File: src/rtl/gf2m_serial_mul_if.sv
// Requester <-> multiplier bundle for gf2m_serial_mul.
// The requester drives the operand strobe and operands; the multiplier
// returns the registered product, its one-cycle strobe and a busy flag.
interface gf2m_serial_mul_if #(
    parameter int M = 163
);
    logic         IN_VALID;
    logic [M-1:0] A;
    logic [M-1:0] B;
    logic         OUT_VALID;
    logic [M-1:0] C;
    logic         BUSY;

    modport master (
        output IN_VALID, A, B,
        input  OUT_VALID, C, BUSY
    );

    modport slave (
        input  IN_VALID, A, B,
        output OUT_VALID, C, BUSY
    );
endinterface

File: src/rtl/gf2m_serial_mul.sv
// Bit-serial multiplier over GF(2^163), f(x) = x^163 + x^7 + x^6 + x^3 + 1,
// polynomial basis, MSB-first Horner evaluation over the bits of B.
// Default build consumes one bit of B per RUN cycle (M steps).
// Defining GF2M_MUL_DIGIT2_EN consumes two bits per cycle (ceil(M/2) steps),
// with B zero-extended by one bit so the digits pair up evenly.
// OUT_VALID is the DONE state; a new request is accepted in IDLE or DONE,
// so a requester answering OUT_VALID with IN_VALID runs back-to-back.
module gf2m_serial_mul #(
    parameter int M = 163
) (
    input logic              CLK,
    input logic              RST_N,
    gf2m_serial_mul_if.slave bus
);

`ifdef GF2M_MUL_DIGIT2_EN
    localparam int STEPS = (M + 1) / 2;
    localparam int BW    = M + 1;
`else
    localparam int STEPS = M;
    localparam int BW    = M;
`endif
    localparam int CW = $clog2(STEPS);

    // x^M folds back onto x^7 + x^6 + x^3 + 1
    localparam logic [M-1:0]  RED  = {{(M - 8){1'b0}}, 8'hC9};
    localparam logic [CW-1:0] LAST = CW'(STEPS - 1);
    localparam logic [CW-1:0] ONE  = CW'(1);

    typedef enum logic [1:0] {
        IDLE,
        RUN,
        DONE
    } state_t;

    state_t        state;
    state_t        state_next;
    logic [M-1:0]  a_reg;
    logic [BW-1:0] b_reg;
    logic [M-1:0]  acc;
    logic [M-1:0]  acc_next;
    logic [M-1:0]  c_reg;
    logic [CW-1:0] cnt;
    logic          start;

    // Multiply a field element by x and reduce modulo f
    function automatic logic [M-1:0] mul_x(input logic [M-1:0] v);
        return {v[M-2:0], 1'b0} ^ (v[M-1] ? RED : '0);
    endfunction

    // Requests are taken whenever no multiplication is running
    assign start = bus.IN_VALID && (state != RUN);

    // Next-state decode
    always_comb begin
        state_next = state;
        case (state)
            IDLE:    if (bus.IN_VALID) state_next = RUN;
            RUN:     if (cnt == '0) state_next = DONE;
            DONE:    state_next = bus.IN_VALID ? RUN : IDLE;
            default: state_next = IDLE;
        endcase
    end

    // One Horner step on the current digit of B
    always_comb begin
`ifdef GF2M_MUL_DIGIT2_EN
        acc_next = mul_x(mul_x(acc))
                 ^ (b_reg[{cnt, 1'b1}] ? mul_x(a_reg) : '0)
                 ^ (b_reg[{cnt, 1'b0}] ? a_reg : '0);
`else
        acc_next = mul_x(acc) ^ (b_reg[cnt] ? a_reg : '0);
`endif
    end

    // State register
    always_ff @(posedge CLK) begin
        if (!RST_N) state <= IDLE;
        else        state <= state_next;
    end

    // Operand capture, accumulation and result register
    always_ff @(posedge CLK) begin
        if (!RST_N) begin
            a_reg <= '0;
            b_reg <= '0;
            acc   <= '0;
            cnt   <= '0;
            c_reg <= '0;
        end else if (start) begin
            a_reg <= bus.A;
`ifdef GF2M_MUL_DIGIT2_EN
            b_reg <= {1'b0, bus.B};
`else
            b_reg <= bus.B;
`endif
            acc   <= '0;
            cnt   <= LAST;
        end else if (state == RUN) begin
            acc <= acc_next;
            cnt <= cnt - ONE;
            if (cnt == '0) c_reg <= acc_next;
        end
    end

    assign bus.OUT_VALID = (state == DONE);
    assign bus.BUSY      = (state == RUN);
    assign bus.C         = c_reg;

endmodule

File: src/flat_wrapper.sv
// flat-port wrapper written by rule: the top's interface ports become plain ports
module gf2m_serial_mul_flat 
#(
    parameter int M = 163
)
  (CLK, RST_N, bus_IN_VALID, bus_A, bus_B, bus_OUT_VALID, bus_C, bus_BUSY);
  gf2m_serial_mul_if #(.M(M)) bus_i ();
  input logic CLK;
  input logic RST_N;
  input wire logic [$bits(bus_i.IN_VALID)-1:0] bus_IN_VALID;
  input wire logic [$bits(bus_i.A)-1:0] bus_A;
  input wire logic [$bits(bus_i.B)-1:0] bus_B;
  output wire logic [$bits(bus_i.OUT_VALID)-1:0] bus_OUT_VALID;
  output wire logic [$bits(bus_i.C)-1:0] bus_C;
  output wire logic [$bits(bus_i.BUSY)-1:0] bus_BUSY;
  assign bus_i.IN_VALID = bus_IN_VALID;
  assign bus_i.A = bus_A;
  assign bus_i.B = bus_B;
  assign bus_OUT_VALID = bus_i.OUT_VALID;
  assign bus_C = bus_i.C;
  assign bus_BUSY = bus_i.BUSY;
  gf2m_serial_mul #(.M(M)) u_core (.CLK(CLK), .RST_N(RST_N), .bus(bus_i));
endmodule
File: config.mk
export PLATFORM = sky130hd
export DESIGN_NAME = gf2m_serial_mul_flat
export DESIGN_NICKNAME = d
export VERILOG_FILES = /design/src/rtl/gf2m_serial_mul_if.sv /design/src/rtl/gf2m_serial_mul.sv /design/src/flat_wrapper.sv
export SDC_FILE = /design/constraint.sdc
export NUM_CORES = 1
export LEC_CHECK = 0
export CAP_MARGIN = 30
export CORE_ASPECT_RATIO = 1.5
export CORE_MARGIN = 2
export CORE_UTILIZATION = 56
export CTS_CLUSTER_SIZE = 14
export DETAILED_ROUTE_END_ITERATION = 16
export PLACE_DENSITY_LB_ADDON = 0.3
export REMOVE_ABC_BUFFERS = 1
export SETUP_SLACK_MARGIN = 0.5
export SLEW_MARGIN = 20
export SYNTH_ARGS = -nofsm -noshare
export SYNTH_HDL_FRONTEND = slang
export SYNTH_SLANG_ARGS = --single-unit
File: constraint.sdc
create_clock -name CLK -period 4.17 [get_ports CLK]
set_input_delay 0.6255 -clock CLK [delete_from_list [all_inputs] [get_ports CLK]]
set_output_delay 0.6255 -clock CLK [all_outputs]
set_load 0.1 [all_outputs]
==> summary.txt, run 1 <==
outcome = finished, final reports clean
top post-synthesis cells by area = dfxtp_1 (51%), nand2_1 (9.7%), a211oi_1 (9.4%)
first drt pass iteration count = 6
Clock Skews = 0.02489 ns
CP endpoint = u_core.acc[80]$_SDFFE_PP0P_
count leader, synth = nand2_1
CTS buffer count = 57
Setup crit start = u_core.cnt[0]$_SDFFE_PP0P_
worst hold stages = 2
RSZ-0062 raised after global routing = false
layout cells sized above 1 = 0.06002
VDD IR max = 0.2946 mV
grt met3 use = 0.04838
Routed Antenna Nets = 0
Clk pwr share = 0.326
Hold Vio Cnt, Final = 0
critical path startpoint category = register
Seq pwr share = 0.446
Crit path arrival time = 4.10 ns
clock-pin slew on the worst setup and hold paths = 0.06 ns
die area = 48,370 um2
Port Buf Inserts = 493
final core occ = 0.7363
row count = 96
worst reg-to-reg path cell count = 9
NumNets Final = 3,725
DRC = 0
Net Sw Frac = 0.3146
Post-synth EDFFs = 0
fmax = 275.4 MHz
Placer Congestion = 0.9436
Post-Syn Area = 26,090 um2
Initial DRC Count = 2,027
Critical Path RT = 4.64 ns
Net Sw Power = 0.005016 W
area grow syn2layout = 29.48%
Setup Buffers After CTS = 0
Post-synth top cells = nand2_1 (674), dfxtp_1 (662), a21oi_1 (336)
CP Max Fanout = 166
reg2reg end = u_core.acc[80]$_SDFFE_PP0P_
ys flop type = dfxtp_1
# clock sinks = 662
CTS H-tree depth = 2
pwr/cell area = 472.0 nW/um2
Cells after Synth = 3,049
placed cells = 3,919
normalized max-slew margin = 0.2920
Synthesis Warnings = 0
routed len/inst = 18.81 um
Clock Tree Root = clkbuf_16
final std cells w/o fill = 4,025
first-pass GRT wire length = 117.4 mm
Yosys reg bits = 662
die width = 180.2 um
Starting Density = 0.5686
CP endpoint kind = register
grt met2 use = 0.4972
# setup viols final = 0
vias in the first global route = 22,970
LEAKAGE = 11.77 nW
Die Y = 268.4 um
via count = 23,680
Ports = 494
worst slew pin tran = 1.059 ns
Tmin final = 3.632 ns
Total Routing Usage GR = 0.2941
CTS tree = done
post-synthesis sequential area ratio = 0.5079
Unique masters post-synth = 44
initial antenna violation count = 7
Clock Tree Buf Depth = 3
Worst R2R Start = u_core.cnt[0]$_SDFFE_PP0P_
largest net degree at the start of global routing = 167
Slew Limit Fails = 0
max_cap viols = 0
R2R Setup Slk = 0.54 ns
met1 Use GR = 0.3515
Post-Route WL = 75.71 mm
Clk Latency, worst-skew pair = 0.59 ns
power share of the combinational group = 0.228
grt ovf = 0
DP Wirelength = 48.30 mm
cell internal pwr = 0.01093 W
synthesized area per cell = 8.557 um2
GRT busiest layer = met2
# hold bufs at CTS = 0
cell taking the most area after synthesis = dfxtp_1
Async SR Flop Fraction = 0
core box area = 45,880 um2
Synth top area share = 0.5079
Setup CP Type = reg -> reg
Final Cycle Share = 0.8709
Hold Crit Class = reg -> reg
Via density = 5.884
[placed cells by master (no fill, tap or decap), drive strengths merged, types with 4 or more instances in the layout]
cell type        n
mux4            38
a211oi         325
nand3          168
a31oi            7
nor2b            4
nand4            5
nand3b           6
diode            5
clkbuf          90
mux2i            7
mux2             4
buf             64
dfxtp          662
inv              8
nor3             4
clkinv           5
xor2           166
clkdlybuf4s50  492
a21oi          336
nand2          674
a22oi            4
nor2           335
[worst min-delay path by stage]
stage / start / slack [ns] / to
final: u_core.b_reg[110]$_SDFFE_PN0P_ / 0.45 / u_core.b_reg[110]$_SDFFE_PN0P_
after global routing: u_core.b_reg[34]$_SDFFE_PN0P_ / 0.46 / u_core.b_reg[34]$_SDFFE_PN0P_
after CTS: u_core.b_reg[103]$_SDFFE_PN0P_ / 0.45 / u_core.b_reg[103]$_SDFFE_PN0P_
after detailed placement: u_core.b_reg[103]$_SDFFE_PN0P_ / 0.44 / u_core.b_reg[103]$_SDFFE_PN0P_
after global placement: u_core.b_reg[44]$_SDFFE_PN0P_ / 0.44 / u_core.b_reg[44]$_SDFFE_PN0P_
after floorplan: u_core.b_reg[160]$_SDFFE_PN0P_ / 0.43 / u_core.b_reg[160]$_SDFFE_PN0P_
[worst max-delay path, stage by stage, from the launching register on]
cell	delay (ns)
dfxtp_4	0.57
buf_4	0.26
mux4_2	0.52
a2111oi_0	0.59
a2111o_1	0.25
o211ai_4	0.10
buf_12	0.32
nand3_1	0.27
xor2_1	0.13
a211oi_1	0.37
[what timing repair did]
item                                    4_1_cts  5_1_grt
endpoints found under the setup margin        8       64
resized for setup                             2        5
pin swaps                                     0        1
gates cloned                                  0        1
[layout make-up]
class                   instances  area (um2)
flip-flops and latches        662       13260
fillers                      3201       12100
multi-input cells            2109       11690
repair buffers                557        6233
clock buffers                  89        1719
well taps                     588       735.7
clock inverters                 8       93.84
inverters                       7       41.29
diodes                          5       12.51
[power by group through the flow]
stage | combinational [W] | clock (W) | sequential [W]
after floorplan | 0.00166 | 0 | 0.00808
after detailed placement | 0.00356 | 0 | 0.00724
final | 0.00363 | 0.00520 | 0.00711
after global routing | 0.00386 | 0.00548 | 0.00715
after global placement | 0.00335 | 0 | 0.00722
after CTS | 0.00358 | 0.00524 | 0.00710
[kinds of logic after synthesis]
kind of cell	after synthesis	share of synthesized area
and+or+nand+nor	1204	0.1855
buffers and inverters	278	0.04594
DFF	662	0.5079
adders and majority gates	2	0.0009589
AOI/OAI and AO/OA	686	0.1661
xor gates and xnor gates	168	0.05639
muxes	49	0.03721
[per-layer routing]
layer,share of wire,routed length (um),vias to the layer above
met4,0.063,4799,4
met5,0.00034,26,-
met2,0.49,37080,1142
li1,-,-,11090
met1,0.37,28390,11170
met3,0.072,5415,272
[through the flow]
| step | instance area [um2] | hold slack [ns] | worst slack, ns | TNS (ns) | power [W] |
|---|---|---|---|---|---|
| floorplan | 24920 | 0.4310 | -8.213 | -3346.22 | 0.009744 |
| global placement | 31080 | 0.4388 | 0.6138 | 0 | 0.01057 |
| detailed placement | 31850 | 0.4431 | 0.4766 | 0 | 0.01080 |
| CTS | 33660 | 0.4515 | 0.5511 | 0 | 0.01592 |
| global route | 33780 | 0.4648 | 0.4948 | 0 | 0.01649 |
| finish | 33780 | 0.4526 | 0.5385 | 0 | 0.01595 |
Note: power is estimated with default switching activity, not from simulation.
==> inputs of run 2 (changes only) <==
--- a/config.mk
+++ b/config.mk
@@ -9,3 +9,2 @@
 export CORE_ASPECT_RATIO = 1.5
-export CORE_MARGIN = 2
 export CORE_UTILIZATION = 56
==> constraint.sdc (replaced) <==
create_clock -name CLK -period 4.17 [get_ports CLK]
set_input_delay 0.834 -clock CLK [delete_from_list [all_inputs] [get_ports CLK]]
set_output_delay 0.834 -clock CLK [all_outputs]
set_load 0.1 [all_outputs]
==> run 2 against run 1 <==
Final cell count shrank 0.22%. Clock skew shrank 0.0065 ns. Cell area decreased by 0.72%. Critical path type unchanged. Largest cell class unchanged. Highest routed layer unchanged.
==> summary.txt, run 2 (synthesis results as in run 1) <==
Clock Tree Root = clkbuf_16
Tmin final = 3.527 ns
CP endpoint kind = register
max_cap viols = 0
die area = 47,480 um2
worst hold stages = 2
R2R Setup Slk = 0.64 ns
post-route setup slack = 0.6434 ns
most common cell after layout, fill and taps aside = nand2_1
via count = 23,510
DP Wirelength = 48.12 mm
first-pass GRT wire length = 117.9 mm
pwr/cell area = 474.9 nW/um2
Clock Skews = 0.01844 ns
core box area = 45,880 um2
met2 routed WL = 37.70 mm
Initial DRC Count = 2,047
die width = 178.2 um
Critical Path RT = 4.62 ns
Starting Density = 0.5686
Port Buf Inserts = 493
Setup crit start = u_core.cnt[0]$_SDFFE_PP0P_
metal3 WL = 5.910 mm
Ports = 494
Hold Vio Cnt, Final = 0
Die Y = 266.4 um
Routed Antenna Nets = 0
Hold Crit Class = reg -> reg
Placer Congestion = 0.9199
first drt pass iteration count = 8
# setup viols final = 0
Worst R2R Start = u_core.cnt[0]$_SDFFE_PP0P_
critical path startpoint category = register
Post-Route WL = 76.76 mm
outcome = finished, final reports clean
worst slew pin tran = 1.116 ns
clock-pin slew on the worst setup and hold paths = 0.06 ns
VDD IR max = 0.3526 mV
Met1 Routed Length = 28.43 mm
Clock Tree Buf Depth = 3
CTS tree = done
initial antenna violation count = 2
Crit path arrival time = 3.98 ns
Final Cycle Share = 0.8457
grt ovf = 0
dpl ws = 0.4205 ns
area grow syn2layout = 28.55%
normalized max-slew margin = 0.2560
Via density = 5.855
setup TNS = 0 ns
Worst Hold End = u_core.a_reg[71]$_SDFFE_PN0P_
HP Start = u_core.a_reg[71]$_SDFFE_PN0P_
DRC = 0
vias in the first global route = 23,320
commonest non-fill, non-tap cells in the layout = nand2_1 (672), dfxtp_1 (660), clkdlybuf4s50_1 (492), a21oi_1 (336), nor2_1 (334)
NumNets Final = 3,718
RSZ-0062 raised after global routing = false
area of the multi-input gates = 11,690 um2
final core occ = 0.7310
FF/Latch Area = 13,260 um2
LEAKAGE = 11.68 nW
# clock sinks = 662
worst reg-to-reg path cell count = 10
CP Max Fanout = 83
reg2reg end = u_core.acc[59]$_SDFFE_PP0P_
Clk Latency, worst-skew pair = 0.60 ns
routed len/inst = 19.11 um
largest net degree at the start of global routing = 202
DR top layer = met5
layout cells sized above 1 = 0.05807
row count = 96
CTS H-tree depth = 2
Setup CP Type = reg -> reg
fmax = 283.6 MHz
Total Routing Usage GR = 0.3112
CTS buffer count = 57
fillers = 3,288
Slew Limit Fails = 0
Tot Pwr = 0.01593 W
==> run 2: cell types whose count changed in the layout (fill, tap and decap cells not counted), sizes merged <==
cell | before | now
clkbuf | 90 | 95
buf | 64 | 55
diode | 5 | 1
bufinv | 2 | 1
==> run 2: final cells by class <==
cell class	count	share of cell area
inverters	7	0.001231
diodes	1	0.00007461
clock inverters	7	0.001903
multi-input cells	2109	0.3485
repair buffers	550	0.1792
well taps	588	0.02194
clock buffers	92	0.05189
flip-flops and latches	662	0.3953
==> run 2: worst max-delay path by stage <==
stage | to | slack [ns]
floorplan | u_core.bus.C[0]$_SDFFE_PN0P_ | -8.21
global placement | u_core.acc[45]$_SDFFE_PP0P_ | 0.43
detailed placement | u_core.acc[106]$_SDFFE_PP0P_ | 0.42
CTS | u_core.acc[8]$_SDFFE_PP0P_ | 0.55
global route | u_core.acc[142]$_SDFFE_PP0P_ | 0.53
finish | u_core.acc[59]$_SDFFE_PP0P_ | 0.64
==> run 2: per-stage QoR <==
stage | hold slack, ns | cell area, um2 | std cells
after floorplan | 0.4310 | 24920 | 2778
after global placement | 0.4392 | 31180 | 3895
after detailed placement | 0.4465 | 31590 | 3910
after CTS | 0.4552 | 33440 | 4010
after global routing | 0.4709 | 33540 | 4016
final | 0.4552 | 33540 | 4016
==> run 2: what timing repair did <==
| item | in CTS | in global routing |
|---|---|---|
| gates cloned | 1 | 3 |
| gates resized for setup | 2 | 11 |
| setup buffers | 0 | 0 |
| hold endpoints to repair | 0 | 0 |
| hold buffers | 0 | 0 |
| endpoints found under the setup margin | 222 | 318 |
==> run 2: critical path, cell delays in order (launching register included) <==
cell,delay [ns]
dfxtp_4,0.57
buf_12,0.24
mux4_2,0.51
mux2i_1,0.41
o31ai_1,0.11
a31oi_1,0.30
o211ai_4,0.18
clkbuf_16,0.31
nand3_1,0.23
xor2_1,0.28
a211oi_1,0.13
==> run 2: where the power goes <==
part | switching, W | total (W) | internal (W) | leakage [nW]
clock | 0.00228 | 0.00517 | 0.00289 | 0.888
sequential | 0.000329 | 0.00712 | 0.00679 | 5.41
combinational | 0.00246 | 0.00364 | 0.00119 | 5.38
total | 0.00506 | 0.0159 | 0.0109 | 11.7
==> run 2: metal layers <==
metal	GRT usage	up-vias
met5	0	-
met3	0.04866	248
li1	-	11060
met4	0.1915	2
met1	0.3644	11020
met2	0.5294	1183
